===== config.mk =====
export PLATFORM = sky130hd
export DESIGN_NAME = uint16_rpn_controller
export DESIGN_NICKNAME = d
export VERILOG_FILES = /design/src/rtl/uint16_rpn_controller_pkg.sv /design/src/rtl/uint16_rpn_controller_alu.sv /design/src/rtl/uint16_rpn_controller.sv
export SDC_FILE = /design/constraint.sdc
export NUM_CORES = 1
export LEC_CHECK = 0
export ABC_AREA = 0
export CAP_MARGIN = 20
export CORE_UTILIZATION = 30
export DETAILED_ROUTE_END_ITERATION = 10
export PLACE_DENSITY_LB_ADDON = 0.05
export SYNTH_ARGS = -nofsm -noshare
export SYNTH_HDL_FRONTEND = slang
export SYNTH_SLANG_ARGS = --single-unit

===== constraint.sdc =====
create_clock -name clk -period 66.5 [get_ports clk]
set_clock_uncertainty 0.1 [all_clocks]
set_input_delay 19.95 -clock clk [delete_from_list [all_inputs] [get_ports clk]]
set_output_delay 19.95 -clock clk [all_outputs]
set_load 0.01 [all_outputs]

===== src/rtl/uint16_rpn_controller_pkg.sv =====
// Shared types for the UInt16 RPN controller and its ALU.
package uint16_rpn_controller_pkg;

  typedef logic [15:0] uint16_t;

  typedef enum logic [2:0] {
    OP_PUSH  = 3'd0,
    OP_ADD   = 3'd1,
    OP_SUB   = 3'd2,
    OP_MUL   = 3'd3,
    OP_DIV   = 3'd4,
    OP_POP   = 3'd5,
    OP_CLEAR = 3'd6,
    OP_BAD   = 3'd7
  } op_e;

  typedef enum logic [2:0] {
    ST_OK        = 3'd0,
    ST_OVERFLOW  = 3'd1,
    ST_UNDERFLOW = 3'd2,
    ST_DIV_ZERO  = 3'd3,
    ST_BAD_OP    = 3'd4
  } status_e;

  typedef enum logic [1:0] {
    S_IDLE   = 2'd0,
    S_LOAD   = 2'd1,
    S_EXEC   = 2'd2,
    S_COMMIT = 2'd3
  } state_e;

  function automatic logic is_arith(op_e op);
    return (op == OP_ADD) || (op == OP_SUB) ||
           (op == OP_MUL) || (op == OP_DIV);
  endfunction

  // Errors that can be decided from depth alone, before any operand read.
  function automatic status_e check_cmd(op_e op, logic full,
                                        logic lt2, logic empty);
    status_e s;
    s = ST_OK;
    if (op == OP_BAD) s = ST_BAD_OP;
    else if (op == OP_PUSH && full) s = ST_OVERFLOW;
    else if (is_arith(op) && lt2) s = ST_UNDERFLOW;
    else if (op == OP_POP && empty) s = ST_UNDERFLOW;
    return s;
  endfunction

endpackage


===== src/rtl/uint16_rpn_controller_alu.sv =====
// Combinational UInt16 arithmetic unit with one-hot operation select.
module uint16_alu
  import uint16_rpn_controller_pkg::*;
(
  input  logic [15:0] a,
  input  logic [15:0] b,
  input  logic        add,
  input  logic        subtract,
  input  logic        divide,
  input  logic        multiply,
  output logic [15:0] result,
  output logic        invalid_input
);

  always_comb begin
    result = '0;
    unique case (1'b1)
      add:      result = a + b;
      subtract: result = a - b;
      multiply: result = a * b;
      divide:   result = (b == '0) ? '1 : a / b;
      default:  result = '0;
    endcase
  end

  assign invalid_input =
    ($countones({add, subtract, divide, multiply}) != 1);

endmodule


===== src/rtl/uint16_rpn_controller.sv =====
// RPN stack-machine front-end driving the UInt16 ALU.
module uint16_rpn_controller
  import uint16_rpn_controller_pkg::*;
#(
  parameter int DEPTH = 4,
  localparam int DW = $clog2(DEPTH + 1),
  localparam int IW = $clog2(DEPTH)
) (
  input  logic          clk,
  input  logic          rst,
  input  logic          cmd_valid,
  output logic          cmd_ready,
  input  logic [2:0]    cmd_op,
  input  logic [15:0]   cmd_data,
  output logic [15:0]   top,
  output logic [DW-1:0] depth,
  output logic          resp_valid,
  output logic [2:0]    resp_status
);

  state_e        state_q, state_d;
  op_e           op_q, op_d;
  uint16_t       data_q, data_d;
  status_e       pend_q, pend_d;
  uint16_t       a_q, a_d;
  uint16_t       b_q, b_d;
  uint16_t       res_q, res_d;
  uint16_t       stack_q [DEPTH];
  uint16_t       stack_d [DEPTH];
  logic [DW-1:0] depth_q, depth_d;
  logic          resp_valid_q, resp_valid_d;
  status_e       resp_status_q, resp_status_d;

  logic          sel_add, sel_sub, sel_mul, sel_div;
  uint16_t       alu_result;
  logic          alu_invalid;
  logic [IW-1:0] top_idx, sec_idx, push_idx;
  op_e           cmd_op_e;

  assign push_idx = depth_q[IW-1:0];
  assign top_idx  = depth_q[IW-1:0] - IW'(1);
  assign sec_idx  = depth_q[IW-1:0] - IW'(2);
  assign cmd_op_e = op_e'(cmd_op);

  uint16_alu u_alu (
    .a             (a_q),
    .b             (b_q),
    .add           (sel_add),
    .subtract      (sel_sub),
    .divide        (sel_div),
    .multiply      (sel_mul),
    .result        (alu_result),
    .invalid_input (alu_invalid)
  );

  always_ff @(posedge clk or posedge rst) begin
    if (rst) begin
      state_q       <= S_IDLE;
      op_q          <= OP_PUSH;
      data_q        <= '0;
      pend_q        <= ST_OK;
      a_q           <= '0;
      b_q           <= '0;
      res_q         <= '0;
      depth_q       <= '0;
      resp_valid_q  <= 1'b0;
      resp_status_q <= ST_OK;
      for (int i = 0; i < DEPTH; i++) stack_q[i] <= '0;
    end else begin
      state_q       <= state_d;
      op_q          <= op_d;
      data_q        <= data_d;
      pend_q        <= pend_d;
      a_q           <= a_d;
      b_q           <= b_d;
      res_q         <= res_d;
      depth_q       <= depth_d;
      resp_valid_q  <= resp_valid_d;
      resp_status_q <= resp_status_d;
      for (int i = 0; i < DEPTH; i++) stack_q[i] <= stack_d[i];
    end
  end

  always_comb begin
    state_d       = state_q;
    op_d          = op_q;
    data_d        = data_q;
    pend_d        = pend_q;
    a_d           = a_q;
    b_d           = b_q;
    res_d         = res_q;
    depth_d       = depth_q;
    resp_valid_d  = 1'b0;
    resp_status_d = resp_status_q;
    for (int i = 0; i < DEPTH; i++) stack_d[i] = stack_q[i];

    unique case (state_q)
      S_IDLE: begin
        if (cmd_valid) begin
          op_d   = cmd_op_e;
          data_d = cmd_data;
          pend_d = check_cmd(cmd_op_e,
                             depth_q == DW'(DEPTH),
                             depth_q < DW'(2),
                             depth_q == '0);
          if (pend_d == ST_OK && is_arith(cmd_op_e))
            state_d = S_LOAD;
          else
            state_d = S_COMMIT;
        end
      end
      S_LOAD: begin
        a_d     = stack_q[sec_idx];
        b_d     = stack_q[top_idx];
        state_d = S_EXEC;
      end
      S_EXEC: begin
        res_d = alu_result;
        if (op_q == OP_DIV && b_q == '0) pend_d = ST_DIV_ZERO;
        state_d = S_COMMIT;
      end
      S_COMMIT: begin
        resp_valid_d  = 1'b1;
        resp_status_d = pend_q;
        state_d       = S_IDLE;
        if (pend_q == ST_OK) begin
          unique case (op_q)
            OP_PUSH: begin
              stack_d[push_idx] = data_q;
              depth_d = depth_q + DW'(1);
            end
            OP_ADD, OP_SUB, OP_MUL, OP_DIV: begin
              stack_d[sec_idx] = res_q;
              depth_d = depth_q - DW'(1);
            end
            OP_POP:   depth_d = depth_q - DW'(1);
            OP_CLEAR: depth_d = '0;
            default:  depth_d = depth_q;
          endcase
        end
      end
      default: state_d = S_IDLE;
    endcase
  end

  always_comb begin
    cmd_ready   = (state_q == S_IDLE);
    sel_add     = (state_q == S_EXEC) && (op_q == OP_ADD);
    sel_sub     = (state_q == S_EXEC) && (op_q == OP_SUB);
    sel_mul     = (state_q == S_EXEC) && (op_q == OP_MUL);
    sel_div     = (state_q == S_EXEC) && (op_q == OP_DIV);
    top         = (depth_q == '0) ? '0 : stack_q[top_idx];
    depth       = depth_q;
    resp_valid  = resp_valid_q;
    resp_status = resp_status_q;
  end

endmodule

# After elaboration in Yosys (flattened, before gate mapping)
# Cells that the tools add are included.
# totals
ff_bits,143
output_inout_bits,24
elab_cells,109
# classes
add_sub_neg,6
multipliers,1
div_mod_pow,1
n_lt_le_gt_ge,6
eq_ne,18
muxes,30
n_bitwise,3
n_reduce_logical,30
# op_table
op,count
$bwmux W64,2
$mux W16,8
$pmux W64 S2,1
$bmux W16 S2,2
$demux W16 S2,2
$pmux W16 S4,1
$eq A3 B3 Y1 const B,7
$add A16 B16 Y16,1
$div A16 B16 Y16,1
$logic_not A16 Y1,1
$mul A16 B16 Y16,1
$sub A16 B16 Y16,1
$logic_not A3 Y1,5
$mux W3,5
$eq A3 B2 Y1 const B,4
$logic_and A1 B1 Y1,11
$mux W2,5
$ge A3 B3 Y1 const B,3
$not A2 Y3,3
$pmux W3 S3,1
$reduce_and A3 Y1,3
$pmux W2 S4,1
$eq A3 B1 Y1 const B,2
$lt A3 B1 Y1 const B,2
other kinds (17),22

# Depth between registers and ports, before layout
# Gate-level depths: netlist of the first run.
# logic_depth
ltp_word,15
depth_mapped,134

# By module
# Synthesis of the first run repeated with hierarchy kept, for this count alone.
# hier_totals
hier_cells,2202
area_unflattened_um2,19789.0
# by_module_without_submodules
mod,instances,cells_per_inst,area_each_um2,seq_area_each_um2
uint16_alu,1,1667,12215.5,0.0
uint16_rpn_controller,1,535,7573.5,3578.4

# Worst setup path before layout of the first run
# No wires, ideal clock.
# synth_path
kind,register to register
startpoint,register b_q[13]
endpoint,register res_q[0]
setup_time_ns,0.142
t_arrival_ns,26.165
required_ns,66.258
setup_slack_ns,40.094
path_stages_with_launch,128
cell_sequence,dfrtp_1 buf_6 nor4_4 and4_1 buf_2 nand2_1 nor2_1 nor2_1 a21oi_1 ha_1 or4b_2 o211ai_1 or3_1 nand2_1 ha_1 o211ai_1 nand2_1 and2_1 [92 not listed] o31ai_1 a221o_1 nand2_1 a311o_1 clkbuf_1 clkbuf_1 nand2_1 o21ai_0 ha_1 a21o_1 a21o_1 a21o_1 a21o_1 a21o_1 a21o_1 a21o_1 a21oi_1 o31ai_1
# synth_via
elab_chain_cells,3
elab_cells_between_ends,4
cone_classes,div: 1; mux: 2; reduce/logical: 1
# synth_lines
item,line,source
from (decl),uint16_rpn_controller.sv:26,"uint16_t b_q, b_d;"
from (signal assigned),uint16_rpn_controller.sv:63,b_q <= '0;
from (signal assigned),uint16_rpn_controller.sv:75,b_q <= b_d;
$div A16 B16 Y16 / $logic_not A16 Y1 (equally long branches),uint16_rpn_controller_alu.sv:21,divide: result = (b == '0) ? '1 : a / b;
$mux W16 (*),uint16_rpn_controller_alu.sv:21,
$pmux W16 S4 (*),uint16_rpn_controller_alu.sv:17,unique case (1'b1)
to (signal assigned),uint16_rpn_controller.sv:76,res_q <= res_d;
to (decl),uint16_rpn_controller.sv:27,"uint16_t res_q, res_d;"
# Every way passes the cells marked *; elsewhere a longest branch is shown, timed or not.
# A chain may end at the register's enable or synchronous reset.

# Worst setup path in the final report of the first run
# Same ends and word-level chain as after synthesis.

==> qor.yml, run 1 <==
status: "complete, no violations"
cpMostUsedCell: "ha_1"
synth_edf_count: 0
postSynth.asyncResetShare: 1.00
ff2ff_path_depth: 110
synth.most_common_cell: "nand2_1"
final_layout_size_suffix_gt1_frac: 0.0846
globalRouteTotalUtil: 0.229
die_y_um: 253
slew_headroom: 0.313
insertion_delay_ns: 0.45
htreeDepth: 4
highest_layer: "met5"
setup.worst_path.class: "reg -> reg"
hp-class: "reg -> reg"
vias: 16900
initial_core_util: 0.305
viasPerCell: 5.38
r2r_setup_slack_ns: 34.89
path_max_fanout: 20
max_cap_violations: 0
final_util: 0.337
max_freq_mhz: 31.6
synth_cell_types: 89
hpwl_mm: 52.9
antenna_found_initial: 3
route.met3.wl_mm: 2.66
postRouteAntennaNets: 0
setup_tns_ns: 0
n_fill_cell: 6555
drtPass1Iterations: 6
yosys_warnings: 0
wl_met1_mm: 32.3
cp.required_ns: 66.70
cts_tree: "done"
drv_slew: 0
cts_resized: 0
fin_crit_sh: 0.475
ios: 46
hold_start: "stack_q[51]$_DFFE_PP0P_"
cts_setup_buffers: 0
start_kind: "flip-flop"
setup_slack_ns: 34.89
clk_transition_reported_paths_ns: 0.07
core_mm2: 0.0621
die_area_mm2: 0.0642
synth_seq_area_share: 0.189
layout_min_cycle_time_ns: 31.61
hold_end: "stack_q[51]$_DFFE_PP0P_"
reg2reg_to: "res_q[0]$_DFFE_PP0P_"
wl_met2_mm: 34.6
finalWirelength_mm: 71.2
synth.cells.most_frequent: "nand2_1 (270), ha_1 (213), nor2_1 (171)"
clockRootBuffer: "clkbuf_16"
grt-ovfl-total: 0
grt_pass1_vias: 17300
gp_congestion: 0.893
synth.area.top_cells: "dfrtp_1 (19%), ha_1 (14%), fa_1 (8.7%)"
io_buffers: 45
cts_hold_buf: 0
tightest_slew_ns: 1.02
syn_to_final_growth_pct: 10.5
syn_area_mm2: 0.0190
synth.avg_cell_area_um2: 8.22
die_w_um: 253
grt_max_degree: 79
synth-seq-cells: 143
rsz0062_at_grt: "no"
ys.flop_type: "dfrtp_1"
cts_buffers: 17
holdPathStages: 2
worst_path_max_delay_cell: "o31ai_1"
finalSetupViolCount: 0
synth_top_area_frac: 0.189
place_ws_ns: 35.16
wl_per_cell_um: 22.7
syn_inst: 2305
crit_path_max_incr_delay_ns: 0.88
grt_pass1_wl_mm: 110
reg2reg_from: "b_q[13]$_DFFE_PP0N_"
layout.nets: 2598
syn_nets: 2622
cp.arrival_ns: 31.80
end_kind: "flip-flop"
hold_violations: 0
drtIter0Drc: 1236
yosysTopAreaCell: "dfrtp_1"
clkSinkCount: 143
row_count: 91
drc: 0
cts_max_path_buffers: 2
-- cell usage in the layout (no fill, tap or decap), types with 14 or more instances in the layout --
cell	Yosys	routed
buf_4	0	39
and3_1	76	76
nor2b_1	16	16
o21a_1	31	31
mux2_2	44	44
inv_1	166	165
o31ai_1	16	15
or2_2	16	16
a211oi_1	14	14
o21ai_0	159	159
a31oi_1	62	62
a21o_1	42	42
nand3_1	36	36
clkdlybuf4s50_1	0	45
xor2_1	36	36
nand2b_1	17	17
nor3_1	56	56
dfrtp_1	143	142
or3_1	23	23
nand2_1	270	270
clkbuf_16	0	17
o211ai_1	18	18
ha_1	213	212
fa_1	82	82
mux4_2	32	32
xnor2_1	92	90
nor2_1	171	171
and2_1	44	44
a21oi_1	119	119
-- kinds of logic (layout without fill, tap and decap cells) --
group	after synthesis	count (layout)	share of synthesized area
fa+ha+maj	295	295	0.227
simple gates	768	768	0.194
mux	89	89	0.0710
buf+inv	300	289	0.0607
xor+xnor	128	128	0.0591
flops	143	143	0.189
other cells	0	2	0
compound gates	582	582	0.199
-- metrics by stage --
| step | instances | instance area, µm² | hold slack (ns) |
|---|---|---|---|
| floorplan | 2305 | 19000 | 0.358 |
| global placement | 3098 | 20300 | 0.381 |
| detailed placement | 3098 | 20300 | 0.385 |
| CTS | 3130 | 20900 | 0.400 |
| global route | 3131 | 20900 | 0.413 |
| finish | 3133 | 20900 | 0.397 |
-- layer usage --
metal / track usage / vias to the layer above
met5: 0 / -
met2: 0.395 / 392
met3: 0.0243 / 79
li1: - / 8129
met1: 0.302 / 8269
met4: 0.0604 / 2
-- registers in the layout, indices dropped and copies added (netlist names) --
register     count
res_q           16
depth            3
resp_valid       1
a_q             16
resp_status      3
stack_q         64
pend_q           3
state_q          2
data_q          16
b_q             16
op_q             3
-- critical path: cells and delay by family, from the launching register on --
kind            cells  cell delay (ns)
compound gates     48            14.45
fa+ha+maj          15             4.79
flops               1             0.48
buf+inv             3             0.56
simple gates       39             9.18
mux                 5             1.85
-- final cells by class --
class,count,area [µm²],share of cell area
Multi-Input combinational cell,1862,14300,0.681
Sequential cell,143,3580,0.171
Tap cell,837,1050,0.0500
Timing Repair Buffer,85,771,0.0368
Inverter,172,651,0.0311
Clock buffer,21,450,0.0215
Clock inverter,11,179,0.00854
Antenna cell,2,5.00,0.000239
-- worst max path at each step --
| stage | from | endpoint | slack [ns] | cells past startpoint |
|---|---|---|---|---|
| floorplan | b_q[13]$_DFFE_PP0N_ | res_q[0]$_DFFE_PP0P_ | 40.09 | 127 |
| global placement | b_q[0]$_DFFE_PP0N_ | res_q[0]$_DFFE_PP0P_ | 35.86 | 110 |
| detailed placement | b_q[13]$_DFFE_PP0N_ | res_q[0]$_DFFE_PP0P_ | 35.16 | 110 |
| CTS | b_q[13]$_DFFE_PP0N_ | res_q[0]$_DFFE_PP0P_ | 35.03 | 110 |
| global route | b_q[12]$_DFFE_PP0N_ | res_q[0]$_DFFE_PP0P_ | 31.91 | 109 |
| finish | b_q[13]$_DFFE_PP0N_ | res_q[0]$_DFFE_PP0P_ | 34.89 | 110 |
Power of run 1 is left out: the tool's default activity adds up to more than one toggle a clock period on the data nets, which glitch-free logic cannot reach.
==> inputs of run 2 (changes only) <==
==> constraint.sdc (replaced) <==
create_clock -name clk -period 32.7 [get_ports clk]
set_clock_uncertainty 0.1 [all_clocks]
set_input_delay 9.81 -clock clk [delete_from_list [all_inputs] [get_ports clk]]
set_output_delay 9.81 -clock clk [all_outputs]
set_load 0.01 [all_outputs]
==> qor.yml, run 2 (same netlist as run 1, synthesis figures left out) <==
grt-ovfl-total: 0  # unchanged
core_mm2: 0.0621  # unchanged
worst-path-buf-inv: 3  # unchanged
globalRouteTotalUtil: 0.229  # about the same
insertion_delay_ns: 0.46  # about the same
reg2reg_to: "res_q[0]$_DFFE_PP0P_"
row_count: 91  # unchanged
r2r_setup_slack_ns: 2.52  # -32.38 ns
holdPathStages: 2  # unchanged
drc: 0  # unchanged
grt_pass1_wl_mm: 109  # -0.34%
final_util: 0.337  # about the same
antenna_found_initial: 1  # -2
grt_use_met3: 0.0238  # -0.000411
tightest_slew_ns: 0.985  # -0.0371 ns
met2_usage: 0.390  # -0.00501
end_kind: "flip-flop"
layout_min_cycle_time_ns: 30.18  # -1.42 ns
die_w_um: 253  # unchanged
drtPass1Iterations: 5  # -1
start_kind: "flip-flop"
final_layout_size_suffix_gt1_frac: 0.0864  # +0.00182
reg2reg_from: "b_q[13]$_DFFE_PP0N_"
htreeDepth: 4  # unchanged
viasPerCell: 5.44  # +0.98%
grt_pass1_vias: 17000  # -1.5%
cts_setup_buffers: 0  # unchanged
hold_violations: 0  # unchanged
setup_tns_ns: 0  # unchanged
rsz0062_at_grt: "no"
cpMostUsedCell: "ha_1"
ios: 46  # unchanged
die_area_mm2: 0.0642  # unchanged
initial_core_util: 0.305  # unchanged
ff2ff_path_depth: 112  # +1.8%
cts_max_path_buffers: 2  # unchanged
critPathLaunch: "b_q[13]$_DFFE_PP0N_"
postRouteAntennaNets: 0  # unchanged
clockRootBuffer: "clkbuf_16"
path_max_fanout: 20  # unchanged
regMostFlops: "stack_q"
finalWirelength_mm: 71.3  # +0.20%
syn_to_final_growth_pct: 10.4  # about the same
final_cell_mix: "nand2_1 (270), ha_1 (212), nor2_1 (169), inv_1 (165), o21ai_0 (159)"
slew_headroom: 0.338  # +0.0255
cts_tree: "done"
largest_reg_flops: 64  # unchanged
drtIter0Drc: 1111  # -10%
cp.required_ns: 32.91  # -33.79 ns
grt_max_degree: 87  # +10%
vias: 17000  # +0.85%
drv_slew: 0  # unchanged
hpwl_mm: 53.4  # +0.85%
gp_congestion: 0.905  # +1.4%
max_freq_mhz: 33.1  # +4.7%
clk_transition_reported_paths_ns: 0.07  # about the same
wl_per_cell_um: 22.8  # +0.33%
status: "complete, no violations"
fin_crit_sh: 0.923  # +0.448
crit_path_max_incr_delay_ns: 0.64  # -0.24 ns
antenna_cells: 0  # -2
final_common_cell: "nand2_1"
cts_buffers: 17  # unchanged
critPathTopFamily: "compound AO/OA/AOI/OAI gates"
finalSetupViolCount: 0  # unchanged
die_y_um: 253  # unchanged
gr-usage-met1: 0.304  # +0.00250
cp.arrival_ns: 30.39  # -1.41 ns
hold_end: "stack_q[20]$_DFFE_PP0P_"
max_cap_violations: 0  # unchanged
hp-class: "reg -> reg"
clkSinkCount: 143  # unchanged
hold_start: "stack_q[20]$_DFFE_PP0P_"
io_buffers: 45  # unchanged
grt_busiest_layer: "met2"
layout.nets: 2596  # -0.077%
setup.worst_path.class: "reg -> reg"
worst_path_max_delay_cell: "or4b_2"
run 2: what timing repair did:
item,4_1_cts,5_1_grt
hold buffers,0,0
setup endpoints to repair,0,1
resized for setup,0,8
hold endpoints to repair,0,0
run 2: worst max path at each step:
| stage | endpoint | cells after the start |
|---|---|---|
| 3_3_place_gp | res_q[0]$_DFFE_PP0P_ | 109 |
| 5_1_grt | res_q[0]$_DFFE_PP0P_ | 113 |
| 6_report | res_q[0]$_DFFE_PP0P_ | 112 |
| 2_1_floorplan | res_q[0]$_DFFE_PP0P_ | 127 |
| 4_1_cts | res_q[0]$_DFFE_PP0P_ | 109 |
| 3_5_place_dp | res_q[0]$_DFFE_PP0P_ | 110 |
run 2: worst min-delay path: cells and delay by family, from the launching register on:
family	cells	cell delay, ns
simple gates	1	0.05
compound gates	1	0.06
flops	1	0.36
run 2: area by class of cell:
type,count,area [µm²]
flip-flops and latches,143,3580
fillers,6551,41100
multi-input cells,1862,14300
clock inverters,11,154
repair buffers,83,753
clock buffers,21,450
inverters,172,651
well taps,837,1050
run 2: layer usage:
metal	share of wire	wire, µm
met2	0.48	34500
met3	0.032	2310
met5	0	0
met1	0.46	32700
met4	0.026	1860
run 2: stage by stage:
| step | setup WS (ns) | hold slack (ns) | cells | cell area (µm²) |
|---|---|---|---|---|
| after global routing | 0.0342 | 0.426 | 3129 | 20900 |
| after floorplan | 6.29 | 0.358 | 2305 | 19000 |
| after global placement | 2.21 | 0.380 | 3095 | 20300 |
| after detailed placement | 1.19 | 0.388 | 3095 | 20300 |
| final | 2.52 | 0.400 | 3129 | 20900 |
| after CTS | 1.02 | 0.404 | 3127 | 20900 |
Power of run 2 is left out for the same reason.
